==> config.mk <==
export PLATFORM = sky130hd
export DESIGN_NAME = light_decoder
export DESIGN_NICKNAME = d
export VERILOG_FILES = /design/src/rtl/light_pkg.sv /design/src/rtl/light_debounce.sv /design/src/rtl/light_decoder.sv
export SDC_FILE = /design/constraint.sdc
export NUM_CORES = 1
export LEC_CHECK = 0
export CAP_MARGIN = 10
export CORE_MARGIN = 4
export CORE_UTILIZATION = 30
export CTS_CLUSTER_SIZE = 10
export DETAILED_ROUTE_END_ITERATION = 8
export PLACE_DENSITY = 0.52
export REMOVE_ABC_BUFFERS = 1
export SYNTH_ARGS = -nofsm -noshare
export SYNTH_HDL_FRONTEND = slang
export SYNTH_SLANG_ARGS = --single-unit
==> constraint.sdc <==
create_clock -name clk -period 2.8 [get_ports clk]
set_clock_uncertainty 0.1 [all_clocks]
set_input_delay 0.42 -clock clk [delete_from_list [all_inputs] [get_ports clk]]
set_output_delay 0.42 -clock clk [all_outputs]
set_load 0.02 [all_outputs]
==> src/rtl/light_pkg.sv <==
// Shared types, pattern constants and the pattern-to-code decode used by the
// light_decoder receive path (and available to benches).
package light_pkg;

   typedef logic [5:0] light_t;
   typedef logic [2:0] code_t;

   typedef struct packed {
      code_t code;
      logic  illegal;
      logic  ambig;
   } dec_t;

   typedef enum logic [1:0] {
      ST_EMPTY,
      ST_SHOW,
      ST_SHOW_PEND
   } ostate_t;

   localparam light_t LP_C0 = 6'b000000;
   localparam light_t LP_C1 = 6'b111111;
   localparam light_t LP_C2 = 6'b010101;
   localparam light_t LP_C3 = 6'b110001;
   localparam light_t LP_C4 = 6'b111001;
   localparam light_t LP_C5 = 6'b101001;
   localparam light_t LP_C6 = 6'b001001;

   localparam logic [7:0] ERR_MAX = 8'hff;

   // Code 7 is encoded with the same lamps as code 5, so 5 is reported as ambiguous.
   function automatic dec_t light_decode(input light_t l);
      dec_t d;
      d.code    = 3'd0;
      d.illegal = 1'b0;
      d.ambig   = 1'b0;
      case (l)
         LP_C0:   d.code = 3'd0;
         LP_C1:   d.code = 3'd1;
         LP_C2:   d.code = 3'd2;
         LP_C3:   d.code = 3'd3;
         LP_C4:   d.code = 3'd4;
         LP_C5: begin
            d.code  = 3'd5;
            d.ambig = 1'b1;
         end
         LP_C6:   d.code = 3'd6;
         default: d.illegal = 1'b1;
      endcase
      return d;
   endfunction

endpackage

==> src/rtl/light_debounce.sv <==
// Two-flop synchronizer, stability counter and last-accepted compare.
// Emits a one-cycle evt pulse with the newly accepted pattern.
module light_debounce
   import light_pkg::*;
#(
   parameter int STABLE_CYCLES = 4
)
(
   input  logic   clk,
   input  logic   rst_n,
   input  light_t l_in,
   output logic   evt,
   output light_t pattern
);

   localparam logic [7:0] STABLE = 8'(STABLE_CYCLES);

   light_t     s1_reg;
   light_t     s2_reg;
   light_t     last_acc_reg;
   logic [7:0] cnt_reg;
   logic [7:0] cnt_next;
   logic       hit_reg;
   logic       hit_next;
   logic       changed;

   // The counter tracks the value s2 is about to take, so hit_reg lines up with s2.
   always_comb begin
      changed  = (s1_reg != s2_reg);
      cnt_next = cnt_reg;
      if (changed) begin
         cnt_next = 8'd1;
      end else if (cnt_reg != STABLE) begin
         cnt_next = cnt_reg + 8'd1;
      end
      hit_next = (cnt_next == STABLE) && (changed || (cnt_reg != STABLE));
   end

   always_ff @(posedge clk or negedge rst_n) begin
      if (!rst_n) begin
         s1_reg       <= '0;
         s2_reg       <= '0;
         cnt_reg      <= STABLE;
         hit_reg      <= 1'b0;
         last_acc_reg <= '0;
      end else begin
         s1_reg  <= l_in;
         s2_reg  <= s1_reg;
         cnt_reg <= cnt_next;
         hit_reg <= hit_next;
         if (evt) begin
            last_acc_reg <= s2_reg;
         end
      end
   end

   assign evt     = hit_reg && (s2_reg != last_acc_reg);
   assign pattern = s2_reg;

endmodule

==> src/rtl/light_decoder.sv <==
// Receive-side decoder for lightcontrol patterns: debounce, decode, and a
// valid/ready output with a one-deep pending buffer plus error counting.
module light_decoder
   import light_pkg::*;
#(
   parameter int STABLE_CYCLES = 4
)
(
   input  logic       clk,
   input  logic       rst_n,
   input  logic [5:0] l_in,
   output logic [2:0] code,
   output logic       valid,
   input  logic       ready,
   output logic       illegal,
   output logic       ambig,
   output logic       overrun,
   output logic [7:0] err_cnt,
   input  logic       clr_err
);

   logic       evt;
   light_t     pattern;
   dec_t       dec;

   ostate_t    state_reg;
   ostate_t    state_next;
   dec_t       out_reg;
   dec_t       out_next;
   dec_t       pend_reg;
   dec_t       pend_next;
   logic       overrun_reg;
   logic       overrun_next;
   logic [7:0] err_reg;
   logic [7:0] err_next;
   logic       hs;

   light_debounce #(
      .STABLE_CYCLES(STABLE_CYCLES)
   ) u_debounce (
      .clk     (clk),
      .rst_n   (rst_n),
      .l_in    (l_in),
      .evt     (evt),
      .pattern (pattern)
   );

   assign dec = light_decode(pattern);

   always_ff @(posedge clk or negedge rst_n) begin
      if (!rst_n) begin
         state_reg <= ST_EMPTY;
      end else begin
         state_reg <= state_next;
      end
   end

   always_comb begin
      state_next   = state_reg;
      out_next     = out_reg;
      pend_next    = pend_reg;
      overrun_next = 1'b0;
      hs           = (state_reg != ST_EMPTY) && ready;
      case (state_reg)
         ST_EMPTY: begin
            if (evt) begin
               out_next   = dec;
               state_next = ST_SHOW;
            end
         end
         ST_SHOW: begin
            if (hs && evt) begin
               out_next = dec;
            end else if (hs) begin
               state_next = ST_EMPTY;
            end else if (evt) begin
               pend_next  = dec;
               state_next = ST_SHOW_PEND;
            end
         end
         ST_SHOW_PEND: begin
            if (hs) begin
               out_next = pend_reg;
               if (evt) begin
                  pend_next = dec;
               end else begin
                  state_next = ST_SHOW;
               end
            end else if (evt) begin
               pend_next    = dec;
               overrun_next = 1'b1;
            end
         end
         default: state_next = ST_EMPTY;
      endcase

      // Clear wins over a coincident increment.
      err_next = err_reg;
      if (clr_err) begin
         err_next = 8'd0;
      end else if (evt && dec.illegal && (err_reg != ERR_MAX)) begin
         err_next = err_reg + 8'd1;
      end
   end

   always_ff @(posedge clk or negedge rst_n) begin
      if (!rst_n) begin
         out_reg     <= '0;
         pend_reg    <= '0;
         overrun_reg <= 1'b0;
         err_reg     <= 8'd0;
      end else begin
         out_reg     <= out_next;
         pend_reg    <= pend_next;
         overrun_reg <= overrun_next;
         err_reg     <= err_next;
      end
   end

   assign valid   = (state_reg != ST_EMPTY);
   assign code    = out_reg.code;
   assign illegal = out_reg.illegal;
   assign ambig   = out_reg.ambig;
   assign overrun = overrun_reg;
   assign err_cnt = err_reg;

endmodule
Word level (Yosys, flattened, before mapping)
Cells that the tools add are included.

Flip-flop bits (word level): 48. Latch bits: 0. Bits in writable memories: 0. Memory bits (read-only): 0. Bits of input ports: 10. Output and inout port bits: 15. Memories: 0.

Add/subtract/negate cells: 2. Multiply operators: 0. Div/mod/pow operators: 0. $lt $le $gt $ge: 0. Equal/unequal tests: 20. Shift-type cells: 0. Mux-type cells: 25. Bitwise logic cells: 0. Reductions and logical operators: 17.

Operators with widths (count): $mux W8 (4); $mux W5 (6); $eq A6 B6 Y1 const B (4); $pmux W3 S6 (1); $add A8 B1 Y8 const B (2); $pmux W5 S3 (1); $mux W2 (6); $ne A2 B2 Y1 const B (6); $ne A6 B6 Y1 (2); $pmux W5 S2 (1); $eq A8 B3 Y1 const B (1); $ne A8 B3 Y1 const B (1); $ne A8 B8 Y1 const B (1); $reduce_or A7 Y1 (1); $eq A6 B4 Y1 const B (1); $eq A6 B5 Y1 const B (1); $logic_and A1 B1 Y1 (6); $logic_not A6 Y1 (1); $pmux W2 S3 (1); $reduce_bool A2 Y1 (3); $mux W1 (5); $reduce_and A5 Y1 (1); $reduce_and A4 Y1 (1); $ne A3 B3 Y1 const B (1); other kinds (6) (6).

Longest topological paths before layout
Word-level depth: 7. Depth in mapped cells: 8. Depth with buffers taken out: 6.

Cells and area by module
A second synthesis with hierarchy kept.

Cells, all modules: 239. Area total of the unflattened synthesis: 2546.2 sq um.

By module, submodules not included: light_decoder (instances 1, cells each 145, area each 1366.3 sq um, seq. area each 525.5 sq um); light_debounce (instances 1, cells each 94, area each 1179.9 sq um, seq. area each 676.9 sq um).

Worst setup path before layout
OpenSTA, ideal clock, no wires.

Kind: register to register. From: register u_debounce.s2_reg[3] (netlist: u_debounce.pattern[3]). To: register out_reg, in the netlist ambig. Library setup time: 0.125 ns. Data arrival time: 1.823 ns. Data required time: 2.575 ns. Path slack: 0.752 ns. Cell stages (with the launch flop): 9. Path buffers: 2. Period minus slack after synthesis: 2.048 ns. Cells stage by stage: dfrtp_1 buf_4 xor2_1 nor4_2 a21bo_1 a211oi_1 or2_1 buf_2 mux2_4.

Longest elaborated chain between the ends: 5. Elaborated cells between the ends (all ways): 11. Those cells by class: 4 x eq/ne; 4 x mux; 3 x reduce/logical.

Ends and longest elaborated chain: start, declared (RTL line light_debounce.sv:19) `light_t s2_reg;`; start signal, assigned (RTL line light_debounce.sv:48) `s2_reg <= s1_reg;`; $ne A6 B6 Y1 (RTL line light_debounce.sv:57) `assign evt = hit_reg && (s2_reg != last_acc_reg);`; $logic_and A1 B1 Y1 (RTL line light_debounce.sv:57); $logic_and A1 B1 Y1 (RTL line light_decoder.sv:72) `if (hs && evt) begin`; $ne A2 B2 Y1 (no line); $reduce_and A4 Y1 (no line); end signal, assigned (RTL line light_decoder.sv:113) `out_reg <= out_next;`; end, declared (RTL line light_decoder.sv:28) `dec_t out_reg;`.

Several ways; a longest one is shown, not always the timed one. The select of a mux whose other input is x is not followed. A chain may end at the register's enable or synchronous reset.

Worst setup path after layout
From: register u_debounce.s2_reg[4] (netlist: u_debounce.pattern[4]). To: register err_reg[7] (netlist: err_cnt[7]).

Longest elaborated chain between the ends: 6. Elaborated cells between the ends (all ways): 14. Those cells by class: 7 x eq/ne; 1 x mux; 6 x reduce/logical.

Ends and longest elaborated chain: $eq A6 B4 Y1, or another cell as far along (RTL line light_pkg.sv:36) `case (l)`; $reduce_or A7 Y1 (no line); $mux W1 (RTL line light_pkg.sv:36); $logic_and A1 B1 Y1 (*) (2 in a row) (RTL line light_decoder.sv:101) `end else if (evt && dec.illegal && (err_reg != ERR_MAX)) begin`; $reduce_bool A2 Y1 (no line) (*); end signal, assigned (RTL line light_decoder.sv:116) `err_reg <= err_next;`; end, declared (RTL line light_decoder.sv:34) `logic [7:0] err_reg;`.

Mark *: on every way between the ends. The rest lies on a longest branch, timed or not.

==> flow_metrics.env <==
export IMPL_syn_avg_cell_area_um2=10.9
export IMPL_ir_worst_vdd_v=0.000207
export IMPL_worstRegToRegCells=6
export IMPL_synth_area_leaders="dfrtp_1 (50%), xor2_1 (5.5%), mux2_2 (3.8%), mux2_4 (3.2%), nor2_1 (2.8%)"
export IMPL_drt_iter0_markers=74
export IMPL_hp_class="in2async"
export IMPL_power_frac_comb=0.047
export IMPL_p_clk_frac=0.411
export IMPL_path_buf_inv=0
export IMPL_cts_buffer_depth=2
export IMPL_place_ws_ps=418
export IMPL_max_freq_mhz=418
export IMPL_worst_path_max_fanout=13
export IMPL_rsz0062_at_grt="false"
export IMPL_place_inst=335
export IMPL_p_leak_nw=1.20
export IMPL_async_reset_ff_frac=1.00
export IMPL_grt_overflow_total=0
export IMPL_period_share=0.855
export IMPL_finalSetupViolations=0
export IMPL_place_hpwl_um=3080
export IMPL_coreArea_um2=7730
export IMPL_htree_levels=2
export IMPL_synthToLayoutAreaGrowth_pct=18.4
export IMPL_start_util=0.307
export IMPL_cp_top_family="compound AO/OA/AOI/OAI gates"
export IMPL_seq_power_share=0.543
export IMPL_layout_setup_ws_ps=407
export IMPL_period_needed_ps=2390
export IMPL_synth_compound_area_frac=0.0875
export IMPL_numCtsBuffers=5
export IMPL_cpMaxStageDelayCell="dfrtp_1"
export IMPL_pin_count=25
export IMPL_portBuffers=24
export IMPL_post_cts_buffers=0
export IMPL_critical_path_class="reg2reg"
export IMPL_detail_route_wl_per_cell_um=12.9
export IMPL_drtAntennaViolNets=0
export IMPL_fin_setup_tns_ps=0
export IMPL_synth_main_ff_cell="dfrtp_1"
export IMPL_cts_tree="built"
export IMPL_finish_net_count=253
export IMPL_hold_viol_final=0
export IMPL_cp_slowest_stage_delay_ps=590
export IMPL_cts_root_buffer="clkbuf_8"
export IMPL_drt_pass1_iterations=4
export IMPL_synth_top_family_by_area="simple AND/OR/NAND/NOR gates"
export IMPL_status="completed"
export IMPL_layout_commonest_cell="dfrtp_1"
export IMPL_final_util=0.364
export IMPL_p_sw_frac=0.211
export IMPL_intPower_mw=1.04
export IMPL_path_cells="xor2_1 > nor4_2 > a21boi_1 > o2111ai_2 > nor4_1 > mux2_1"
export IMPL_synthAdderAreaFrac=0.0158
export IMPL_max_slew_margin=0.590
export IMPL_drt_wl_total_um=4430
export IMPL_antenna_found_initial=0
export IMPL_synth_area_mux_share=0.106
export IMPL_required_ps=2890
export IMPL_route_detailed_drc=0
export IMPL_num_vias=1617
export IMPL_critPathLaunchType="register"
export IMPL_drive_gt1_frac=0.112
export IMPL_rows=32
export IMPL_clk_pin_slew_worst_paths_ps=90
export IMPL_ys_ff_latch=48
export IMPL_diodes=0
export IMPL_die_w_um=97.0
export IMPL_maxCapViolations=0
export IMPL_cp_arrival_ps=2480
export IMPL_clk_latency_ps=300
export IMPL_globalplace_congestion=0.814
export IMPL_synth_edf_count=0
export IMPL_power_density_nw_per_um2=471
export IMPL_maxSlewViolCount=0
export IMPL_most_common_layout_cells="dfrtp_1 (47), clkdlybuf4s50_1 (23), nor2_1 (18)"
export IMPL_grt_pass1_vias=1566
export IMPL_timing_rr_start="u_debounce.pattern[4]"
export IMPL_die_y_um=97.0
export IMPL_cts_resized=0
export IMPL_worst_pin_slew_ps=615
export IMPL_end_kind="register"
export IMPL_synth_distinct_cells=46
export IMPL_syn_area_um2=2370
export IMPL_p_sw_mw=0.280
export IMPL_r2r_slack_ps=410
export IMPL_ys_seq_area_frac=0.507
export IMPL_ys_warnings_count=0
export IMPL_grt_max_degree=49
export IMPL_synthCells=218
export IMPL_grtUsageTotal=0.0978
export IMPL_die_area_um2=9400
export IMPL_yosysTopAreaCell="dfrtp_1"
export IMPL_fin_cells=343
export IMPL_cts_sinks=48
export IMPL_grt_pass1_wl_um=7600
export IMPL_hold_buffers=0
export IMPL_vias_per_cell=4.71
export IMPL_r2r_end="err_cnt[7]"
export IMPL_yosys_area_share_simple=0.172
export IMPL_synth_xor_area_frac=0.0775
export IMPL_synth_top_area_frac=0.496
-- Yosys cell counts, drive strengths merged (2+ instances only) --
library cell / count
a211oi: 2
a21oi: 10
and3: 3
buf: 9
dfrtp: 47
ha: 3
inv: 6
mux2: 18
mux2i: 3
nand2: 13
nand2b: 5
nand3: 9
nand4: 2
nor2: 18
nor2b: 2
nor3: 2
nor3b: 2
nor4: 6
o21ai: 10
o31ai: 4
or2: 2
or3: 4
or4: 3
xnor2: 6
xor2: 15
-- worst register-to-register path, cell delays in order (launching register included) --
cell	delay, ps
dfrtp_1	590
xor2_1	210
nor4_2	70
a21boi_1	290
o2111ai_2	370
nor4_1	300
mux2_1	350
-- kinds of logic (layout without fill, tap and decap cells) --
group	Yosys count	count (layout)
compound gates	33	33
mux	21	21
xor+xnor	21	21
buf+inv	16	39
flops	48	48
fa+ha+maj	3	3
simple gates	76	76
-- cell type report --
| type | instances | area (um2) |
|---|---|---|
| timing repair buffer | 25 | 243 |
| sequential | 48 | 1200 |
| inverter | 6 | 22.5 |
| tap | 102 | 128 |
| clock inverter | 1 | 30.0 |
| clock buffer | 7 | 96.3 |
| fill | 774 | 4920 |
| multi-input combinational | 154 | 1090 |
-- worst max-delay path by stage --
stage / startpoint / end / slack, ps / cells after the start
floorplan: u_debounce.pattern[5] / err_cnt[7] / 670 / 6
global placement: u_debounce.pattern[4] / err_cnt[7] / 460 / 6
detailed placement: u_debounce.pattern[4] / err_cnt[7] / 420 / 6
CTS: u_debounce.pattern[4] / err_cnt[7] / 410 / 6
global route: u_debounce.pattern[4] / err_cnt[7] / 90 / 6
finish: u_debounce.pattern[4] / err_cnt[7] / 410 / 6
-- power groups by stage --
| stage | registers, mW | clock network (mW) | logic (mW) |
|---|---|---|---|
| after floorplan | 0.728 | 0 | 0.0287 |
| after global placement | 0.733 | 0 | 0.0637 |
| after detailed placement | 0.733 | 0 | 0.0640 |
| after CTS | 0.719 | 0.568 | 0.0644 |
| after global routing | 0.722 | 0.593 | 0.0712 |
| final | 0.719 | 0.544 | 0.0618 |
-- through the flow --
stage          hold WS, ps  total power, mW  cell area, um2
2_1_floorplan         24.4            0.757            2310
3_3_place_gp           282            0.796            2680
3_5_place_dp           280            0.797            2680
4_1_cts                143             1.35            2810
5_1_grt                179             1.39            2810
6_report               116             1.32            2810
-- metal layers --
layer / track usage / up-vias / wire (um)
met5: 0 / - / 0
met3: 0.0238 / 9 / 142
met1: 0.135 / 774 / 2280
li1: - / 809 / -
met2: 0.143 / 25 / 1920
met4: 0.0454 / 0 / 100
Note: power is estimated with default switching activity, not from simulation.
